===== config.mk =====
export PLATFORM = sky130hd
export DESIGN_NAME = jk_mod_counter
export DESIGN_NICKNAME = d
export VERILOG_FILES = /design/src/rtl/jk_pkg.sv /design/src/rtl/jk_cell.sv /design/src/rtl/jk_mod_counter.sv
export SDC_FILE = /design/constraint.sdc
export NUM_CORES = 1
export LEC_CHECK = 0
export ABC_AREA = 1
export CAP_MARGIN = 0
export CORE_MARGIN = 1
export CORE_UTILIZATION = 53
export DETAILED_ROUTE_END_ITERATION = 10
export MAX_ROUTING_LAYER = met4
export PLACE_DENSITY = 0.9
export SYNTH_ARGS = -nofsm -noshare
export SYNTH_HDL_FRONTEND = slang
export SYNTH_SLANG_ARGS = --single-unit

===== constraint.sdc =====
create_clock -name clk -period 6.1 [get_ports clk]
set_input_delay 1.22 -clock clk [delete_from_list [all_inputs] [get_ports clk]]
set_output_delay 1.22 -clock clk [all_outputs]
set_load 0.02 [all_outputs]

===== src/rtl/jk_pkg.sv =====
// Shared JK flip-flop excitation encodings, ordered as {J, K}.
package jk_pkg;

    typedef enum logic [1:0] {
        JK_HOLD = 2'b00,
        JK_CLR  = 2'b01,
        JK_SET  = 2'b10,
        JK_TGL  = 2'b11
    } jk_op_e;

endpackage


===== src/rtl/jk_cell.sv =====
// Single JK storage bit with synchronous active-high reset.
module jk_cell
    import jk_pkg::*;
(
    input  logic clk,
    input  logic reset,
    input  logic j,
    input  logic k,
    output logic q
);

    logic q_q;

    always_ff @(posedge clk) begin
        if (reset) begin
            q_q <= 1'b0;
        end else begin
            case (jk_op_e'({j, k}))
                JK_HOLD: q_q <= q_q;
                JK_CLR:  q_q <= 1'b0;
                JK_SET:  q_q <= 1'b1;
                JK_TGL:  q_q <= ~q_q;
                default: q_q <= q_q;
            endcase
        end
    end

    assign q = q_q;

endmodule


===== src/rtl/jk_mod_counter.sv =====
// Up/down modulo-M counter whose bits are JK cells; next state is turned into J/K excitations.
module jk_mod_counter #(
    parameter int W = 4
) (
    input  logic         clk,
    input  logic         reset,
    input  logic         en,
    input  logic         up,
    input  logic         load,
    input  logic [W-1:0] load_val,
    input  logic [W-1:0] mod_n,
    output logic [W-1:0] q,
    output logic [W-1:0] j_out,
    output logic [W-1:0] k_out,
    output logic         tc,
    output logic         err
);

    localparam logic [W:0] FULL_MOD = {1'b1, {W{1'b0}}};
    localparam logic [W:0] ONE_X    = {{W{1'b0}}, 1'b1};

    logic [W:0]   modEff;
    logic [W:0]   qExt;
    logic [W:0]   ldExt;
    logic [W-1:0] modMax;
    logic [W-1:0] nxt;
    logic         wrap;
    logic         illegal;
    logic         tc_q, tc_d;
    logic         err_q, err_d;

    // Comparisons use one extra bit so a zero modulus can stand for 2^W.
    assign modEff = (mod_n == '0) ? FULL_MOD : {1'b0, mod_n};
    assign qExt   = {1'b0, q};
    assign ldExt  = {1'b0, load_val};
    assign modMax = mod_n - W'(1);

    always_comb begin
        nxt     = q;
        wrap    = 1'b0;
        illegal = 1'b0;
        if (load) begin
            if (ldExt < modEff) begin
                nxt = load_val;
            end else begin
                nxt     = '0;
                illegal = 1'b1;
            end
        end else if (en) begin
            if (up) begin
                if (qExt + ONE_X >= modEff) begin
                    nxt  = '0;
                    wrap = 1'b1;
                end else begin
                    nxt = q + W'(1);
                end
            end else begin
                if (qExt == '0 || qExt >= modEff) begin
                    nxt  = modMax;
                    wrap = 1'b1;
                end else begin
                    nxt = q - W'(1);
                end
            end
        end
    end

    // Excitations only ever set or clear a changing bit, so J=K=1 cannot appear.
    assign j_out = nxt & ~q;
    assign k_out = ~nxt & q;

    for (genvar i = 0; i < W; i++) begin : g_bit
        jk_cell u_cell (
            .clk   (clk),
            .reset (reset),
            .j     (j_out[i]),
            .k     (k_out[i]),
            .q     (q[i])
        );
    end

    assign tc_d  = wrap;
    assign err_d = illegal;

    always_ff @(posedge clk) begin
        if (reset) begin
            tc_q  <= 1'b0;
            err_q <= 1'b0;
        end else begin
            tc_q  <= tc_d;
            err_q <= err_d;
        end
    end

    assign tc  = tc_q;
    assign err = err_q;

endmodule


==> metrics.md, run 1 <==
| Metric | Value |
|---|---|
| Status | complete, no violations |
| H-Tree Level Count | 1 |
| Vias in the first global route | 963 |
| First drt pass iteration count | 5 |
| CP Max Fanout | 5 |
| Top sig layer | met3 |
| CTS Root Buffer Type | clkbuf_4 |
| Hold Path End | g_bit[1].u_cell.q |
| Post-CTS Setup Bufs | 0 |
| FF-to-FF path depth | 14 |
| Initial antenna violation count | 0 |
| Via-per-instance ratio | 5.478 |
| Die H | 47.50 um |
| Worst R2R Start | g_bit[0].u_cell.q |
| Leak | 0.6975 nW |
| Final antenna-violating net count | 0 |
| I/O pins | 27 |
| Initial core utilization | 55.93% |
| Post-synthesis mux area share | 0% |
| Maximum VDD drop | 0.0002883 V |
| Pin count of the biggest net entering global routing | 10 |
| Final setup fails | 0 |
| DR WL/cell | 13.07 um |
| Final Hold Viols | 0 |
| Unique masters post-synth | 25 |
| WP data arrival | 4250 ps |
| Skew final | 0.3646 ps |
| WHS Path Cells | 2 |
| Max Cap Viol | 0 |
| Largest family of logic cells by synthesized area | simple AND/OR/NAND/NOR gates |
| # nets final | 216 |
| Mapped Cells | 163 |
| WL met2 | 1.309 mm |
| Global-route usage over all layers | 25.60% |
| CTS resizes | 0 |
| Starting DRT DRC Count | 33 |
| Syn Area/Cell | 6.732 um2 |
| Finished Cell Area | 1315 um2 |
| GP Congestion | 1.009 |
| DRC errors left | 0 |
| Slew @ Worst Pin | 374.5 ps |
| Global route overflow | 0 |
| CP Launch Point | mod_n[2] |
| PD cells | 410.8 nW/um2 |
| Setup TNS | 0 ps |
| Mapped Nets | 199 |
| Fin crit share | 89.68% |
| Worst path required time | 4880 ps |
| Fmax | 0.1828 GHz |
| Port bufs | 26 |
| Antenna diode count | 0 |
| Num CTS Buffers | 3 |
| Crit. End Element | output pin |
| Slew Limit Fails | 0 |
| Synth Flop Type | dfxtp_1 |
| Placed wire-length estimate | 2.196 mm |
| Hold path startpoint | g_bit[1].u_cell.q |
| Worst R2R Setup Slack | 3130 ps |
| Compound-Gate Fraction of Synth Area | 14.71% |
| Worst relative slew slack | 75.00% |
| Seq/Total Area, Yosys | 10.95% |
| Wire length on met1 | 1.114 mm |
| CTS clk-pin slew, worst paths | 50 ps |
| Row cnt | 16 |
| RR Endpoint | g_bit[3].u_cell.q |
| RSZ-0062 raised after global routing | false |
| Core area | 1962 um2 |
| CTS tree | done |
| WS Path Type | in2out |
| Clock sink total | 6 |
| FFs w/ async S/R, synth | 0% |
| Area growth syn-to-layout | 19.84% |
| Final WL | 2.679 mm |
| Placement Cell Area | 1292 um2 |
| Min Tclk post-route | 5471 ps |
| Vias | 1123 |
| Worst Setup Start Kind | input pin |
| Layout cell share with drive strength beyond 1 | 11.24% |
| Post-Synth Simple-Gate Area | 27.48% |
| Adder-cell share of the synthesized area | 26.23% |
| Hold_buf cts | 0 |
| Die area | 2256 um2 |
| Synthesized cell area | 1097 um2 |
| Met3 WL | 255 um |
| Yosys reg bits | 6 |
| Clk_lat worst skew | 250 ps |
| Die width | 47.50 um |
| Worst Hold Class | reg2reg |
| Yosys warns | 0 |
| EDFF count, synth | 0 |
| First-pass GRT wire length | 3.960 mm |
| XOR/XNOR Fraction of Synth Area | 2.395% |
| Clock buffer depth | 2 |
## cell usage after synthesis, drive strengths merged, types with 2 or more instances
master,instances,area [um2]
nand2,42,187.7
inv,27,101.4
ha,23,287.8
a21oi,15,86.34
buf,13,95.09
nand3,9,45.04
o21ai,7,35.03
dfxtp,6,120.1
nor2,5,26.28
nand4,4,25.02
xor2,3,26.28
or2,2,12.51
## cells by family (layout without fill, tap and decap cells)
group	count (synthesis)	in the layout
flops	6	6
simple gates	63	63
buf+inv	41	56
fa+ha+maj	23	23
xor+xnor	3	3
compound gates	27	27
## flip-flops by register name, indices dropped and copies added, names as in the netlist
signal / count
tc: 1
err: 1
g_bit.u_cell.q: 4
## stage by stage
| stage | std cells | hold slack (ps) | total power [mW] | utilization (%) | setup WS (ps) |
|---|---|---|---|---|---|
| floorplan | 163 | 564.4 | 0.4038 | - | 1852 |
| finish | 205 | 695.6 | 0.5403 | 67.03 | 629.3 |
| global placement | 202 | 647.8 | 0.4728 | 65.88 | 774.1 |
| global route | 205 | 731.5 | 0.5899 | 67.03 | 454.8 |
| detailed placement | 202 | 679.7 | 0.4955 | 65.88 | 683.4 |
| CTS | 205 | 684.2 | 0.5358 | 67.03 | 657.2 |
## critical path, stage by stage
cell             delay [ps]
clkdlybuf4s50_1         500
inv_1                   120
ha_1                    320
a21oi_1                 140
nand2_1                  80
nand2_2                 130
nand2_4                  80
nand2_1                  60
nand2_1                  90
ha_1                    300
o221ai_1                190
nand2_1                  70
o21ai_0                 110
ha_1                    220
clkdlybuf4s50_1         600
## area by class of cell
class	instances	area, um2
Tap cell	27	33.78
Clock buffer	3	22.52
Inverter	27	101.3
Sequential cell	6	120.1
Timing Repair Buffer	26	260.3
Fill cell	185	646.9
Multi-Input combinational cell	116	777.0
## metal layers
layer / up-vias / GRT usage [%]
met5: - / -
met4: 0 / 4.571
met3: 0 / 6.415
met2: 65 / 43.29
met1: 505 / 30.79
li1: 553 / -
## worst max path at each step
stage	end	slack, ps
6_report	j_out[1]	630
5_1_grt	j_out[1]	450
4_1_cts	j_out[1]	660
3_5_place_dp	j_out[1]	680
3_3_place_gp	j_out[1]	770
2_1_floorplan	k_out[1]	1850
## cell usage in the layout, fill, tap and decap left out
cell,count
o211ai_1,1
inv_2,3
nor3_1,1
o21a_1,1
a21o_1,1
or2_2,2
ha_1,23
xor2_1,3
o21ai_0,7
a21oi_4,1
nand3_1,9
a21oi_1,14
nand4_1,4
o221ai_1,1
nand2_2,6
clkbuf_4,3
nand2_1,34
nor2_2,3
inv_1,24
nor2_1,2
dfxtp_1,6
clkdlybuf4s50_1,26
a2111oi_0,1
nand2_4,2
## report_power, final
part	leakage, nW	switching [mW]	internal, mW
registers	0.0494	0.0235	0.0510
clock network	0.0138	0.0157	0.0223
logic	0.634	0.250	0.178
total	0.697	0.289	0.251
(Power assumes the default switching activity.)
==> run 2, diff against run 1 <==
Settings changed: CORE_UTILIZATION 53 to 45, PLACE_DENSITY 0.9 to 0.82.
Clock period 6.1 ns to 4.91 ns, I/O delays scaled along.
==> metrics.md, run 2 (synthesized netlist as in run 1, its figures left out) <==
| Metric | Value |
|---|---|
| Status | complete, no violations |
| Die width | 51.38 um |
| Die H | 51.38 um |
| PD cells | 501.2 nW/um2 |
| Starting DRT DRC Count | 46 |
| Non-filler cells in the finished layout | 208 |
| Fin crit share | 95.68% |
| Switching share of power | 54.47% |
| Worst Setup EP | k_out[3] |
| Initial antenna violation count | 0 |
| Clock sink total | 6 |
| CTS Root Buffer Type | clkbuf_4 |
| Antenna diode count | 0 |
| Setup slack after layout | 212.3 ps |
| NetSw | 367.9 uW |
| Dpl ws | -89.39 ps |
| Max Cap Viol | 0 |
| CTS tree | done |
| Commonest cells after routing, fill and taps aside | nand2_1, inv_1, ha_1 |
| FF-to-FF path depth | 14 |
| Num CTS Buffers | 3 |
| DR WL/cell | 14.02 um |
| Hold_buf cts | 0 |
| Worst path required time | 3930 ps |
| Area growth syn-to-layout | 22.80% |
| Vias | 1131 |
| CP Max Fanout | 3 |
| CTS clk-pin slew, worst paths | 40 ps |
| Via-per-instance ratio | 5.438 |
| Placement Cell Area | 1309 um2 |
| Post-Route Utilization | 59.77% |
| DP Cell Count | 205 |
| Final setup fails | 0 |
| Leak | 0.7657 nW |
| Clk_lat worst skew | 250 ps |
| Seq pwr share | 14.2% |
| DRC errors left | 0 |
| Worst Hold Class | reg2reg |
| Slew @ Worst Pin | 398.7 ps |
| Vias in the first global route | 1092 |
| GP Congestion | 0.8677 |
| Skew final | 5.317 ps |
| H-Tree Level Count | 1 |
| Finished Cell Area | 1348 um2 |
| Min Tclk post-route | 4698 ps |
| Final WL | 2.916 mm |
| RSZ-0062 raised after global routing | false |
| Leading cell type in the layout, fill and taps excluded | nand2_1 |
| P_int | 307.5 uW |
| Core area | 2255 um2 |
| WS Path Type | in2out |
| Number of flip-flops in the largest register | 4 |
| Placed wire-length estimate | 2.368 mm |
| Worst relative slew slack | 73.14% |
| I/O pins | 27 |
| Post-CTS Setup Bufs | 0 |
| Final antenna-violating net count | 0 |
| Maximum VDD drop | 0.0002852 V |
| Fmax | 0.2129 GHz |
| Die area | 2640 um2 |
| Slew Limit Fails | 0 |
| Total power | 675.4 uW |
| Initial core utilization | 48.67% |
| CP Launch Point | mod_n[2] |
| Row cnt | 17 |
| WP data arrival | 3720 ps |
| First drt pass iteration count | 4 |
| RR Endpoint | g_bit[3].u_cell.q |
| Worst Setup Start Kind | input pin |
| Worst R2R Start | g_bit[0].u_cell.q |
| Clock buffer depth | 2 |
| Layout cell share with drive strength beyond 1 | 13.33% |
| Global route overflow | 0 |
| # nets final | 218 |
| First-pass GRT wire length | 4.774 mm |
| Comb power frac | 79.0% |
| Final Hold Viols | 0 |
| Global-route usage over all layers | 24.97% |
| Clock power share | 6.8% |
| Worst R2R Setup Slack | 1990 ps |
| Pin count of the biggest net entering global routing | 10 |
| Port bufs | 26 |
| Crit. End Element | output pin |
[run 2: final cells by class]
class	instances	area, um2
clock buffers	3	22.52
well taps	28	35.03
inverters	27	101.3
fillers	214	907.1
multi-input cells	116	789.5
flip-flops and latches	6	120.1
repair buffers	28	279.0
[run 2: routing by layer]
layer  global-route usage (%)  wire length (um)
met5                        -                 0
met4                    4.054                31
met3                    5.952               181
met2                    43.94              1495
met1                    28.98              1207
[run 2: worst min path at each step]
| stage | start | to | slack, ps | cells past startpoint |
|---|---|---|---|---|
| final | g_bit[2].u_cell.q | g_bit[2].u_cell.q | 690 | 2 |
| after detailed placement | g_bit[3].u_cell.q | g_bit[3].u_cell.q | 690 | 2 |
| after floorplan | g_bit[2].u_cell.q | g_bit[2].u_cell.q | 560 | 2 |
| after global placement | g_bit[2].u_cell.q | g_bit[2].u_cell.q | 660 | 2 |
| after CTS | g_bit[2].u_cell.q | g_bit[2].u_cell.q | 690 | 2 |
| after global routing | g_bit[2].u_cell.q | g_bit[2].u_cell.q | 720 | 2 |
[run 2: worst max-delay path: stages]
cell,delay [ps]
clkdlybuf4s50_1,490
inv_1,70
buf_4,160
ha_1,330
a21o_1,180
nand2_1,60
nand4_1,190
a21oi_2,220
o21a_1,140
nand2_1,70
nand2_1,60
nand2_1,50
ha_1,190
clkdlybuf4s50_1,530
[run 2: power groups by stage]
| stage | Combinational (mW) | Sequential (mW) | Clock, mW |
|---|---|---|---|
| 2_1_floorplan | 0.416 | 0.0854 | 0 |
| 3_3_place_gp | 0.497 | 0.0940 | 0 |
| 3_5_place_dp | 0.527 | 0.0959 | 0 |
| 4_1_cts | 0.524 | 0.0949 | 0.0465 |
| 5_1_grt | 0.596 | 0.0980 | 0.0526 |
| 6_report | 0.533 | 0.0960 | 0.0460 |
[run 2: repair_timing]
item                                   4_1_cts  5_1_grt
pin swaps                                    0        1
setup endpoints to repair                    3        7
gates resized for setup                      3        7
endpoints found under the hold margin        0        0
[run 2: stage by stage]
step / setup TNS [ps] / hold WS, ps
after detailed placement: -128.1 / 685.5
final: 0 / 691.8
after floorplan: 0 / 564.4
after CTS: 0 / 692.0
after global routing: 0 / 717.7
after global placement: 0 / 656.6
==> run 3, diff against run 2 <==
Settings changed: GPL_ROUTABILITY_DRIVEN set to 1.
==> results of run 3 <==
Same layout as run 2: the final DEF is identical, and so are final timing and power.
